$ cat config.mk
export PLATFORM = sky130hd
export DESIGN_NAME = frame_mem_arbiter
export DESIGN_NICKNAME = d
export VERILOG_FILES = /design/src/rtl/frame_mem_arbiter_pkg.sv /design/src/rtl/frame_mem_arbiter_read_tag_pipe.sv /design/src/rtl/frame_mem_arbiter.sv
export SDC_FILE = /design/constraint.sdc
export NUM_CORES = 1
export LEC_CHECK = 0
export ABC_CLOCK_PERIOD_IN_PS = 1900
export BUFFER_PORTS_ARGS = -buffer_cell sky130_fd_sc_hd__buf_2
export CAP_MARGIN = 10
export CORE_AREA = 2 2 104 106
export CTS_BUF_LIST = sky130_fd_sc_hd__clkbuf_8 sky130_fd_sc_hd__clkbuf_16
export CTS_CLUSTER_SIZE = 14
export DETAILED_ROUTE_END_ITERATION = 10
export DIE_AREA = 0 0 106 108
export HOLD_SLACK_MARGIN = 0.12
export PLACE_DENSITY = 0.75
export SETUP_SLACK_MARGIN = 0.4
export SYNTH_ARGS = -nofsm -noshare
export SYNTH_HDL_FRONTEND = slang
export SYNTH_HIERARCHICAL = 1
export SYNTH_SLANG_ARGS = --single-unit
$ cat constraint.sdc
create_clock -name clk -period 1.9 [get_ports clk]
set_input_delay 0.57 -clock clk [delete_from_list [all_inputs] [get_ports clk]]
set_output_delay 0.57 -clock clk [all_outputs]
set_load 0.02 [all_outputs]
$ cat src/rtl/frame_mem_arbiter_pkg.sv
// Shared definitions for the frame memory arbiter: requester IDs and default sizing.
package frame_mem_arbiter_pkg;

  localparam int DEFAULT_ADDR_W       = 19;
  localparam int DEFAULT_DATA_W       = 36;
  localparam int DEFAULT_READ_LATENCY = 2;

  typedef logic [1:0] req_id_t;

  localparam req_id_t ID_NONE = 2'd0;
  localparam req_id_t ID_VGA  = 2'd1;
  localparam req_id_t ID_CAM  = 2'd2;
  localparam req_id_t ID_XF   = 2'd3;

  // Encoding of the one-bit round-robin pointer between camera and transform.
  localparam logic LAST_CAM = 1'b0;
  localparam logic LAST_XF  = 1'b1;

endpackage

$ cat src/rtl/frame_mem_arbiter_read_tag_pipe.sv
// Fixed-depth shift register of requester IDs that tracks outstanding reads
// until their data comes back from memory.
module read_tag_pipe
  import frame_mem_arbiter_pkg::*;
#(
  parameter int DEPTH = 1 + DEFAULT_READ_LATENCY
) (
  input  logic    clk,
  input  logic    reset,
  input  req_id_t tag_in,
  output req_id_t tag_out
);

  req_id_t stages [DEPTH];

  // Shift tags one stage per cycle; reset drops every outstanding read.
  always_ff @(posedge clk) begin
    if (reset) begin
      for (int i = 0; i < DEPTH; i++) begin
        stages[i] <= ID_NONE;
      end
    end else begin
      stages[0] <= tag_in;
      for (int i = 1; i < DEPTH; i++) begin
        stages[i] <= stages[i-1];
      end
    end
  end

  assign tag_out = stages[DEPTH-1];

endmodule

$ cat src/rtl/frame_mem_arbiter.sv
// Single-port frame memory arbiter: VGA has fixed priority, camera and
// transform share the remaining slots round-robin under main_fsm enables.
module frame_mem_arbiter
  import frame_mem_arbiter_pkg::*;
#(
  parameter int ADDR_W       = DEFAULT_ADDR_W,
  parameter int DATA_W       = DEFAULT_DATA_W,
  parameter int READ_LATENCY = DEFAULT_READ_LATENCY
) (
  input  logic              clk,
  input  logic              reset,
  input  logic              cam_enable,
  input  logic              xf_enable,
  input  logic              vga_req,
  input  logic [ADDR_W-1:0] vga_addr,
  output logic              vga_gnt,
  output logic              vga_rvalid,
  input  logic              cam_req,
  input  logic [ADDR_W-1:0] cam_addr,
  input  logic [DATA_W-1:0] cam_wdata,
  output logic              cam_gnt,
  input  logic              xf_req,
  input  logic              xf_we,
  input  logic [ADDR_W-1:0] xf_addr,
  input  logic [DATA_W-1:0] xf_wdata,
  output logic              xf_gnt,
  output logic              xf_rvalid,
  output logic [DATA_W-1:0] rdata,
  output logic [ADDR_W-1:0] mem_addr,
  output logic              mem_we,
  output logic [DATA_W-1:0] mem_wdata,
  input  logic [DATA_W-1:0] mem_rdata
);

  logic    cam_elig;
  logic    xf_elig;
  logic    last_rr;
  req_id_t tag_in;
  req_id_t tag_out;

  assign cam_elig = cam_req & cam_enable;
  assign xf_elig  = xf_req & xf_enable;

  // Grant selection: VGA first, then whichever of cam/xf did not win last.
  always_comb begin
    vga_gnt = 1'b0;
    cam_gnt = 1'b0;
    xf_gnt  = 1'b0;
    if (reset) begin
      vga_gnt = 1'b0;
    end else if (vga_req) begin
      vga_gnt = 1'b1;
    end else if (cam_elig && xf_elig) begin
      if (last_rr == LAST_XF) begin
        cam_gnt = 1'b1;
      end else begin
        xf_gnt = 1'b1;
      end
    end else if (cam_elig) begin
      cam_gnt = 1'b1;
    end else if (xf_elig) begin
      xf_gnt = 1'b1;
    end else begin
      vga_gnt = 1'b0;
    end
  end

  // Only reads need a returning tag; writes and idle cycles push ID_NONE.
  always_comb begin
    tag_in = ID_NONE;
    if (vga_gnt) begin
      tag_in = ID_VGA;
    end else if (xf_gnt && !xf_we) begin
      tag_in = ID_XF;
    end else begin
      tag_in = ID_NONE;
    end
  end

  // Round-robin pointer, moved only by camera or transform grants.
  always_ff @(posedge clk) begin
    if (reset) begin
      last_rr <= LAST_XF;
    end else if (cam_gnt) begin
      last_rr <= LAST_CAM;
    end else if (xf_gnt) begin
      last_rr <= LAST_XF;
    end else begin
      last_rr <= last_rr;
    end
  end

  // Memory command register: address and data hold when idle, write enable drops.
  always_ff @(posedge clk) begin
    if (reset) begin
      mem_addr  <= '0;
      mem_we    <= 1'b0;
      mem_wdata <= '0;
    end else if (vga_gnt) begin
      mem_addr <= vga_addr;
      mem_we   <= 1'b0;
    end else if (cam_gnt) begin
      mem_addr  <= cam_addr;
      mem_we    <= 1'b1;
      mem_wdata <= cam_wdata;
    end else if (xf_gnt) begin
      mem_addr  <= xf_addr;
      mem_we    <= xf_we;
      mem_wdata <= xf_wdata;
    end else begin
      mem_we <= 1'b0;
    end
  end

  read_tag_pipe #(
    .DEPTH (1 + READ_LATENCY)
  ) u_tag_pipe (
    .clk     (clk),
    .reset   (reset),
    .tag_in  (tag_in),
    .tag_out (tag_out)
  );

  assign vga_rvalid = (tag_out == ID_VGA);
  assign xf_rvalid  = (tag_out == ID_XF);
  assign rdata      = mem_rdata;

endmodule

After elaboration in Yosys (flattened, before gate mapping). Memory sizes are Yosys's and may differ from the RTL's. Index checks and enable logic that the tools add are counted.

Output and inout bits: 97. Memories kept: 1. Logic and storage cells: 50. Input port bits: 173. RAM bits: 6. Bits in registers: 57.

Memory list: u_tag_pipe.stages (depth 3, bits a word 2, read ports 3, clocked after memory_dff 0, write ports 3, RTL line frame_mem_arbiter_read_tag_pipe.sv:14) `req_id_t stages [DEPTH];`.

Bitwise gates (word level): 6. Mux-type cells: 30. Reduce and logical (&&, ||, !) cells: 7. Equal/unequal tests: 2.

Operators with widths (number): $mux 36 (2); $mux 19 (3); $mux 1 (20); $mux 2 (5); $or 1x1->1 (3); $reduce_bool 3->1 (1); $and 1x1->1 (2); $eq 2x1->1 const B (1); $eq 2x2->1 const B (1); $logic_and 1x1->1 (2); $reduce_and 2->1 (1); $reduce_bool 2->1 (1); $reduce_or 2->1 (1); $logic_not 1->1 (1); $not 1->1 (1).

Logic depth before layout (Yosys ltp). Gate-level depths: netlist (run 1).

Word-level depth: 10. Depth in mapped cells: 7.

Cells and area by module. The synthesis (run 1) kept the hierarchy.

By module, submodules not included: frame_mem_arbiter (cells an instance 321, area each 2981.6 µm², times used 1); read_tag_pipe (cells an instance 14, area each 172.7 µm², times used 1).

Worst setup path after synthesis (run 1). Ideal clock, no wire load.

Path type: input -> output. Start point: input vga_req. End point: output cam_gnt. Arrival: 1.458 ns. Required time: 1.330 ns. Path slack: -0.128 ns. Cell stages on the path: 6. Buffers on the path: 3. Path through: buf_2 > nor2_2 > o2111ai_2 > buf_6 > buf_4 > inv_2.

Word-level cells in the longest chain between the ends: 2.

Ends and longest elaborated chain: start: declaration (RTL line frame_mem_arbiter.sv:14) `input logic vga_req,`; $mux 1 (RTL line frame_mem_arbiter.sv:51) `end else if (vga_req) begin`; $mux 1 (RTL line frame_mem_arbiter.sv:49) `if (reset) begin`; end: declaration (RTL line frame_mem_arbiter.sv:21) `output logic cam_gnt,`.

No other way between the ends.

Worst setup path after layout (run 1). Same ends and word-level chain as after synthesis.

==> run_results.csv, run 1 <==
group,metric,value,unit
run_status,status,"completed",
setup_path,critPathMaxStageDelay,0.17,ns
final_layout,diodes,0,
global_route,grt_pass1_wl,14400,um
sta,max_slew_margin,72.3,%
placement,place_area,0.00413,sq mm
drt,wl,10000,um
sta,clock_skew,0.00967,ns
floorplanning,die_x,106,um
clocking,cts_tree,"yes",
setup_path,crit_arrival,1.18,ns
logic_synthesis,ys_ff_latch,63,
final_layout,final_area,0.00471,sq mm
logic_synthesis,synth_area_per_cell,9.42,sq um
final_layout,layout.nets,685,
setup_path,rr_worst_depth,4,
floorplanning,fp.dieArea,0.0114,sq mm
clocking,ctsLongestPathBuffers,2,
logic_synthesis,synth_fp_nets,508,
sta,max_clock_freq,571,MHz
drt,vias,3186,
sta,hold_viol,0,
logic_synthesis,syn_inst,335,
clocking,clkTransAtPathRegs,0.07,ns
sta,period_needed,1.75,ns
global_route,grt_use_total,15.7,%
drt,drc,0,
final_layout,area_delta_synth_final,49.3,%
setup_path,regToRegStartpoint,"last_rr",
setup_path,critPathSlowestCell,"o2111ai_4",
final_layout,fillers,975,
floorplanning,rows,37,
job,drv_cap,0,
logic_synthesis,yosysWarnings,6,
sta,hold_slack,0.434,ns
sta,finalCritPeriodShare,92.2,%
hold_path,holdPathStages,1,
setup_path,r2r_end,"mem_addr[15]",
clocking,clkLatencyLatePin,0.34,ns
sta,slew_viol_final,0,
placement,dp.cells,626,
drt,dr.pass1.iters,4,
clocking,cts_root_buf,"clkbuf_8",
global_route,grt_max_degree,32,
setup_path,cp_num_buf_inv,3,
clocking,clock-sinks,63,
setup_path,crit_chain,"buf_8 > nor2_4 > o2111ai_4 > inv_8 > buf_6",
sta,rsz0062_at_grt,"true",
drt,avgRoutedWirePerCell,15.3,um
setup_path,crit_fanout,3,
logic_synthesis,ys_seq_area_share,40.0,%
clocking,h-tree-depth,3,
global_route,antenna_found_initial,0,
floorplanning,die_y,108,um
global_route,grt.overflow.total,0,
placement,post-dp-hpwl,7200,um
drt,via_per_inst,4.88,
sta,setup_viol,0,
placement,place.gp.congestion,0.771,
hold_path,hp-start,"u_tag_pipe/stages[0][1]",
global_route,grt_pass1_vias,3107,
pwr,leakage,2.48,nW
placement,portBuffers,197,
pwr,max-vdd-ir-drop,352,uV
sta,fin_tns_setup,0,ns
floorplanning,io_pins,270,
floorplanning,start_util,30.8,%
clocking,cts_buffers,9,
floorplanning,coreArea,0.0102,sq mm
drt,ant_nets,0,
setup_path,required,1.33,ns
logic_synthesis,yosys.cell_types.count,27,
pwr,power.total,3.64,mW
setup_path,r2r_slack,0.32,ns
pwr,p_per_area,773,mW/mm^2
sta,tightest_slew,0.415,ns
hold_path,hold_path_class,"reg -> reg",
drt,drt_iter0_markers,118,
setup_path,path_delay_family,"buffers and inverters",
hold_path,holdPathEnd,"u_tag_pipe/stages[0][3]",
final_layout,stdcell_count,653,
final_layout,layout-drive-gt1-share,52.8,%
setup_path,critPathKind,"in -> out",
setup_path,end_kind,"output port",
setup_path,start_kind,"input pin",
logic_synthesis,syn_area,0.00315,sq mm
## worst max path at each step
stage          startpoint       endpoint  cells after the start
3_5_place_dp       xf_req   mem_addr[15]                      6
5_1_grt           vga_req        cam_gnt                      5
2_1_floorplan     vga_req        cam_gnt                      6
6_report          vga_req        cam_gnt                      5
3_3_place_gp       xf_req  mem_wdata[16]                      6
4_1_cts           vga_req        cam_gnt                      5
## per-stage QoR
step	utilization, %	setup slack [ns]
after detailed placement	40.3	-0.0823
final	46.0	0.149
after CTS	43.9	0.142
after global placement	40.3	0.00391
after floorplan	-	0.0747
after global routing	46.0	0.110
## flip-flops by register name, summed over array words and instances (netlist names)
signal	flops
last_rr	1
mem_addr	19
mem_wdata	36
mem_we	1
u_tag_pipe/stages	6
## final cells by class
| type | count | area (sq um) | area share [%] |
|---|---|---|---|
| multi-input combinational | 204 | 1560 | 33.2 |
| sequential | 63 | 1270 | 26.9 |
| clock inverter | 6 | 116 | 2.47 |
| inverter | 3 | 21.3 | 0.452 |
| timing repair buffer | 231 | 1430 | 30.4 |
| clock buffer | 10 | 138 | 2.92 |
| tap | 136 | 170 | 3.61 |
## power by group
group	switching (mW)	internal, mW
registers	0.0417	1.40
clock network	0.570	0.917
logic	0.363	0.347
total	0.975	2.66
## placed cells by master (no fill, tap or decap), drive strengths merged, types with 4 or more instances in the layout
| master | n |
|---|---|
| mux2i | 55 |
| nand2 | 18 |
| a2bb2oi | 15 |
| o22ai | 19 |
| nor2b | 7 |
| buf | 229 |
| a211oi | 36 |
| nor2 | 39 |
| a32oi | 4 |
| dfxtp | 63 |
| inv | 4 |
| clkbuf | 12 |
## kinds of logic (layout without fill, tap and decap cells)
logic type             Yosys count  in the layout  synth area share [%]
buffers and inverters           68            250                  14.0
multiplexers                    55             55                  17.5
flip-flops                      63             63                  40.0
AND/OR/NAND/NOR                 69             69                  9.24
AO/OA/AOI/OAI                   80             80                  19.3
## repair_timing
action,4_1_cts,5_1_grt
setup buffers,2,6
pin swaps,3,9
hold endpoints to repair,0,0
gates resized for setup,20,28
setup endpoints to repair,46,56
gates cloned,1,2
hold buffers,0,0
## cells in the mapped netlist (all sizes together)
master | count | share of area (%)
a211o | 1 | 0.28
a211oi | 36 | 8.6
a21boi | 1 | 0.36
a2bb2oi | 15 | 4.2
a32oi | 4 | 1.1
and2 | 1 | 0.20
buf | 53 | 12
clkbuf | 12 | 1.4
dfxtp | 63 | 40
inv | 3 | 0.36
mux2i | 55 | 17
nand2 | 18 | 2.2
nand2b | 1 | 0.20
nand3 | 1 | 0.16
nand4 | 1 | 0.20
nor2 | 39 | 4.7
nor2b | 7 | 1.4
nor3 | 1 | 0.16
o2111ai | 1 | 0.48
o21a | 1 | 0.24
o21ai | 2 | 0.32
o22ai | 19 | 3.8
## layer usage
metal | share of wire, % | track usage, % | wire length (um) | vias to the layer above
met5 | 0 | 0 | 0 | -
met4 | 1.4 | 5.26 | 142 | 0
met2 | 52 | 28.2 | 5180 | 161
li1 | - | - | - | 1524
met1 | 40 | 18.0 | 4020 | 1483
met3 | 6.7 | 4.34 | 676 | 18
Note: power is estimated with default switching activity, not from simulation.
==> run 2: changes to the inputs <==
Settings changed: ABC_AREA set to 0, ABC_CLOCK_PERIOD_IN_PS 1900 to 2200, CORE_AREA 2 2 104 106 to 2 2 105 107, DIE_AREA 0 0 106 108 to 0 0 107 109, PLACE_DENSITY 0.75 to 0.72.
Clock period 1.9 ns to 2.2 ns, I/O delays scaled along.
==> run_results.csv, run 2 (synthesis results as in run 1) <==
group,metric,value,unit
placement,portBuffers,197,
setup_path,crit_chain,"buf_8 > nor2_4 > o2111ai_4 > inv_8 > buf_6",
clocking,ctsLongestPathBuffers,2,
drt,wl,9300,um
floorplanning,coreArea,0.0106,sq mm
drt,drc,0,
drt,dr.pass1.iters,5,
final_layout,top_regs,"mem_wdata (36), mem_addr (19), u_tag_pipe/stages (6)",
final_layout,stdcell_count,640,
drt,m1WireLength,3690,um
final_layout,largest_reg_flops,36,
clocking,clkTransAtPathRegs,0.07,ns
floorplanning,fp.dieArea,0.0117,sq mm
drt,drt_iter0_markers,149,
placement,dp.cells,620,
clocking,clkLatencyLatePin,0.34,ns
sta,finalWorstSetupSlack,0.255,ns
final_layout,final_common_cell,"buf_2",
setup_path,critPathMaxStageDelay,0.18,ns
drt,dr_wl_met2,4710,um
hold_path,hold_path_class,"reg -> reg",
sta,rsz0062_at_grt,"true",
pwr,p_per_area,634,mW/mm^2
placement,post-dp-hpwl,7020,um
floorplanning,rows,38,
placement,place_area,0.00405,sq mm
clocking,h-tree-depth,3,
clocking,hold_buffers,0,
clocking,cts_buffers,9,
sta,clock_skew,0.00964,ns
sta,setup_viol,0,
drt,avgRoutedWirePerCell,14.5,um
clocking,cts_root_buf,"clkbuf_8",
sta,max_clock_freq,514,MHz
sta,finalCritPeriodShare,88.4,%
sta,max_slew_margin,74.4,%
sta,hold_viol,0,
job,drv_cap,0,
global_route,grt_use_total,15.0,%
drt,via_per_inst,4.86,
setup_path,critPathSlowestCell,"o2111ai_4",
pwr,max-vdd-ir-drop,295,uV
global_route,antenna_found_initial,0,
final_layout,area_delta_synth_final,39.4,%
sta,slew_viol_final,0,
global_route,grt_pass1_vias,2906,
sta,period_needed,1.94,ns
global_route,grt_pass1_wl,13700,um
drt,wl_met3,720,um
setup_path,crit_fanout,3,
setup_path,end_kind,"output port",
global_route,grt.overflow.total,0,
drt,vias,3108,
run_status,status,"completed",
global_route,grt_max_degree,65,
final_layout,final_cell_mix,"192 x buf_2, 63 x dfxtp_1, 52 x mux2i_1, 38 x nor2_1, 34 x a211oi_1",
final_layout,layout-drive-gt1-share,48.6,%
setup_path,critPathKind,"in -> out",
floorplanning,die_y,109,um
floorplanning,io_pins,270,
setup_path,crit_arrival,1.28,ns
floorplanning,die_x,107,um
final_layout,layout.nets,670,
pwr,leakage,2.38,nW
drt,ant_nets,0,
setup_path,start_kind,"input pin",
final_layout,final_area,0.00440,sq mm
placement,place.gp.congestion,0.790,
sta,fin_tns_setup,0,ns
placement,dpl_worst_slack,0.102,ns
clocking,clock-sinks,63,
final_layout,regMostFlops,"mem_wdata",
sta,tightest_slew,0.384,ns
clocking,cts_tree,"yes",
drt,highest_layer,"met4",
floorplanning,start_util,29.7,%
setup_path,required,1.54,ns
final_layout,diodes,0,
-- run 2: where the power goes --
part	total, mW	switching [mW]	internal, mW	leakage (nW)
combinational	0.567	0.300	0.266	1.77
clock	0.979	0.441	0.538	0.0940
sequential	1.24	0.0342	1.21	0.516
-- run 2: path summary, 6_finish.rpt --
kind | from | cells after the start | slack, ns | endpoint
min | u_tag_pipe/stages[0][3] | 1 | 0.44 | u_tag_pipe/stages[0][5]
max | vga_req | 5 | 0.26 | cam_gnt
min reg2reg | u_tag_pipe/stages[0][3] | 1 | 0.44 | u_tag_pipe/stages[0][5]
max reg2reg | last_rr | 7 | 0.49 | mem_wdata[23]
-- run 2: layer usage --
layer	up-vias	global-route usage [%]
li1	1498	-
met1	1441	16.6
met2	146	26.9
met3	23	4.48
met4	0	5.84
met5	-	0
-- run 2: stage by stage --
step | power [mW] | utilization [%] | hold slack, ns
floorplan | 1.66 | - | 0.414
global placement | 1.79 | 38.2 | 0.418
detailed placement | 1.81 | 38.2 | 0.424
CTS | 2.81 | 40.5 | 0.443
global route | 2.94 | 41.5 | 0.452
finish | 2.79 | 41.5 | 0.440
-- run 2: layout make-up --
class / instances / area (sq um)
Clock inverter: 4 / 47.5
Timing Repair Buffer: 216 / 1240
Multi-Input combinational cell: 204 / 1520
Tap cell: 140 / 175
Inverter: 3 / 18.8
Sequential cell: 63 / 1260
Fill cell: 1045 / 6210
Clock buffer: 10 / 138
-- run 2: worst max-delay path: cells and delay by family --
kind	cells	cell delay [ns]
buf+inv	3	0.30
compound gates	1	0.18
simple gates	1	0.15
-- run 2: repair_timing --
item | 4_1_cts | 5_1_grt
endpoints found under the setup margin | 3 | 9
cloned | 0 | 2
pin swaps | 4 | 8
setup buffers | 2 | 2
gates resized for setup | 10 | 9
==> run 3: changes to the inputs <==
Settings changed: CORE_AREA 2 2 105 107 to 4 4 104 106, DIE_AREA 0 0 107 109 to 0 0 108 110, PLACE_DENSITY 0.72 to 0.75, SYNTH_HIERARCHICAL 1 to not set.
==> run_results.csv, run 3 <==
group,metric,value,unit
run_status,status,"completed",
pwr,pwr-share-seq,42.8,%
final_layout,regMostFlops,"mem_wdata",
drt,avgRoutedWirePerCell,14.9,um
sta,fin_tns_setup,0,ns
pwr,clockPowerShare,37.9,%
clocking,clkTransAtPathRegs,0.07,ns
floorplanning,fp.dieArea,0.0119,sq mm
setup_path,rr_worst_depth,5,
floorplanning,rows,36,
placement,place_area,0.00406,sq mm
logic_synthesis,ys_seq_area_share,40.2,%
logic_synthesis,ys_top_cells_by_count,"106 x nand2_1, 63 x dfxtp_1, 37 x nor2_1, 36 x buf_4, 30 x a311oi_1",
logic_synthesis,synth.area.top_cells,"dfxtp_1 40%, nand2_1 13%, buf_4 8.6%, a311oi_1 8.4%, a2bb2oi_1 5.3%",
final_layout,largest_reg_flops,36,
drt,drt_iter0_markers,156,
sta,slew_viol_final,0,
logic_synthesis,yosys.cell_types.count,27,
setup_path,crit_arrival,1.29,ns
clocking,clock-sinks,63,
placement,portBuffers,197,
sta,clock_skew,0.00889,ns
sta,tightest_slew,0.349,ns
pwr,max-vdd-ir-drop,252,uV
setup_path,end_kind,"output port",
logic_synthesis,synth_edf_count,0,
logic_synthesis,yosysWarnings,0,
setup_path,required,1.54,ns
clocking,ctsLongestPathBuffers,2,
global_route,antenna_found_initial,0,
floorplanning,die_x,108,um
final_layout,final_common_cell,"buf_2",
clocking,cts_buffers,9,
sta,max_slew_margin,76.7,%
drt,wl,10200,um
pwr,switchingPower,0.808,mW
drt,ant_nets,0,
logic_synthesis,synth_top_area_share,40.2,%
clocking,clkLatencyLatePin,0.34,ns
pwr,pwr-share-comb,19.3,%
final_layout,diodes,0,
logic_synthesis,synth_top_area_cell,"dfxtp_1",
final_layout,fillers,1023,
logic_synthesis,async_reset_ff_share,0,%
sta,period_needed,1.95,ns
setup_path,critPathKind,"in -> out",
final_layout,top_regs,"mem_wdata (36), mem_addr (19), u_tag_pipe.stages (6)",
final_layout,final_cell_mix,"190 x buf_2, 105 x nand2_1, 63 x dfxtp_1, 37 x nor2_1, 30 x a311oi_1",
global_route,grt.overflow.total,0,
clocking,cts_tree,"yes",
drt,via_per_inst,4.85,
hold_path,hold_path_class,"reg -> reg",
floorplanning,io_pins,270,
clocking,hold_buffers,0,
final_layout,final_area,0.00440,sq mm
sta,rsz0062_at_grt,"true",
clocking,h-tree-depth,3,
placement,place.gp.congestion,0.750,
pwr,internal_power,2.08,mW
floorplanning,coreArea,0.00977,sq mm
pwr,netSwitchingFraction,28.0,%
logic_synthesis,synth_fp_nets,558,
sta,hold_viol,0,
logic_synthesis,syn_area,0.00313,sq mm
sta,finalCritPeriodShare,88.7,%
hold_path,holdPathStages,1,
job,drv_cap,0,
floorplanning,die_y,110,um
logic_synthesis,syn_inst,385,
drt,vias,3340,
logic_synthesis,synth_area_per_cell,8.14,sq um
global_route,grt_max_degree,51,
setup_path,start_kind,"input pin",
final_layout,layout-drive-gt1-share,45.4,%
sta,setup_viol,0,
drt,dr.pass1.iters,4,
pwr,p_per_area,657,mW/mm^2
placement,post-dp-hpwl,7770,um
final_layout,layout.nets,723,
sta,max_clock_freq,513,MHz
logic_synthesis,ys.flop_type,"dfxtp_1",
pwr,leakage,2.17,nW
global_route,grt_pass1_wl,15500,um
global_route,grt_pass1_vias,3332,
final_layout,area_delta_synth_final,40.3,%
logic_synthesis,synthMostInstantiatedCell,"nand2_1",
drt,drc,0,
clocking,cts_root_buf,"clkbuf_8",
floorplanning,start_util,32.1,%
logic_synthesis,ys_ff_latch,63,
global_route,grt_use_total,16.4,%
setup_path,crit_fanout,4,
## run 3: cell types whose count changed after synthesis, moves of 3 or more
cell,delta
o22ai_1,-9
a311oi_2,+6
a32oi_1,-4
clkbuf_1,-3
nand3_1,+9
a2bb2oi_1,+4
a311oi_1,+30
a211oi_1,-36
nand2_1,+89
mux2i_1,-45
buf_2,+12
a31oi_1,+9
buf_4,-5
## run 3: power groups by stage
stage	Combinational [mW]	Sequential, mW	Clock, mW
after floorplan	0.314	1.34	0
final	0.558	1.24	1.10
after global routing	0.610	1.24	1.18
after global placement	0.527	1.26	0
after CTS	0.557	1.24	1.13
after detailed placement	0.539	1.26	0
## run 3: cell families after synthesis
group / share of synthesized area, %
AOI/OAI and AO/OA: 21.8
muxes: 3.19
DFF: 40.2
and+or+nand+nor: 21.0
buffers and inverters: 13.8
## run 3: through the flow
step / power [mW] / utilization [%] / hold slack (ns) / setup WS, ns / cells
after detailed placement: 1.80 / 41.6 / 0.431 / 0.0296 / 667
after global placement: 1.79 / 41.6 / 0.421 / 0.129 / 667
after CTS: 2.92 / 44.7 / 0.449 / 0.220 / 686
after global routing: 3.03 / 45.0 / 0.461 / 0.178 / 688
final: 2.89 / 45.0 / 0.447 / 0.249 / 688
after floorplan: 1.65 / - / 0.414 / 0.215 / 385
## run 3: worst max-delay path, stage by stage
cell and delay (ns):
buf_8 0.10, nor2_4 0.13, nand4_1 0.16, inv_2 0.11, buf_6 0.12
## run 3: cell type report
class / count / area [sq um] / area share [%]
Multi-Input combinational cell: 252 / 1470 / 33.4
Timing Repair Buffer: 221 / 1270 / 28.9
Sequential cell: 63 / 1260 / 28.7
Tap cell: 133 / 166 / 3.78
Clock buffer: 12 / 165 / 3.76
Clock inverter: 4 / 52.6 / 1.19
Inverter: 3 / 13.8 / 0.313
## run 3: metal layers
| metal | vias to the layer above | global-route usage [%] | part of all wire (%) |
|---|---|---|---|
| li1 | 1635 | - | - |
| met1 | 1549 | 18.2 | 38 |
| met2 | 133 | 29.2 | 52 |
| met3 | 23 | 5.01 | 7.4 |
| met4 | 0 | 6.67 | 2.4 |
| met5 | - | 0 | 0 |
## run 3: repair_timing
action,4_1_cts,5_1_grt
resized for setup,19,3
endpoints found under the setup margin,3,22
pin swaps,4,1
buffers inserted,3,2
## run 3: final timing paths
path | start | endpoint | slack (ns)
worst max-delay path | vga_req | xf_gnt | 0.25
worst min-delay path | u_tag_pipe.stages[0][2] | u_tag_pipe.stages[0][4] | 0.45
worst max register to register | last_rr | mem_wdata[13] | 0.64
worst min register to register | u_tag_pipe.stages[0][2] | u_tag_pipe.stages[0][4] | 0.45
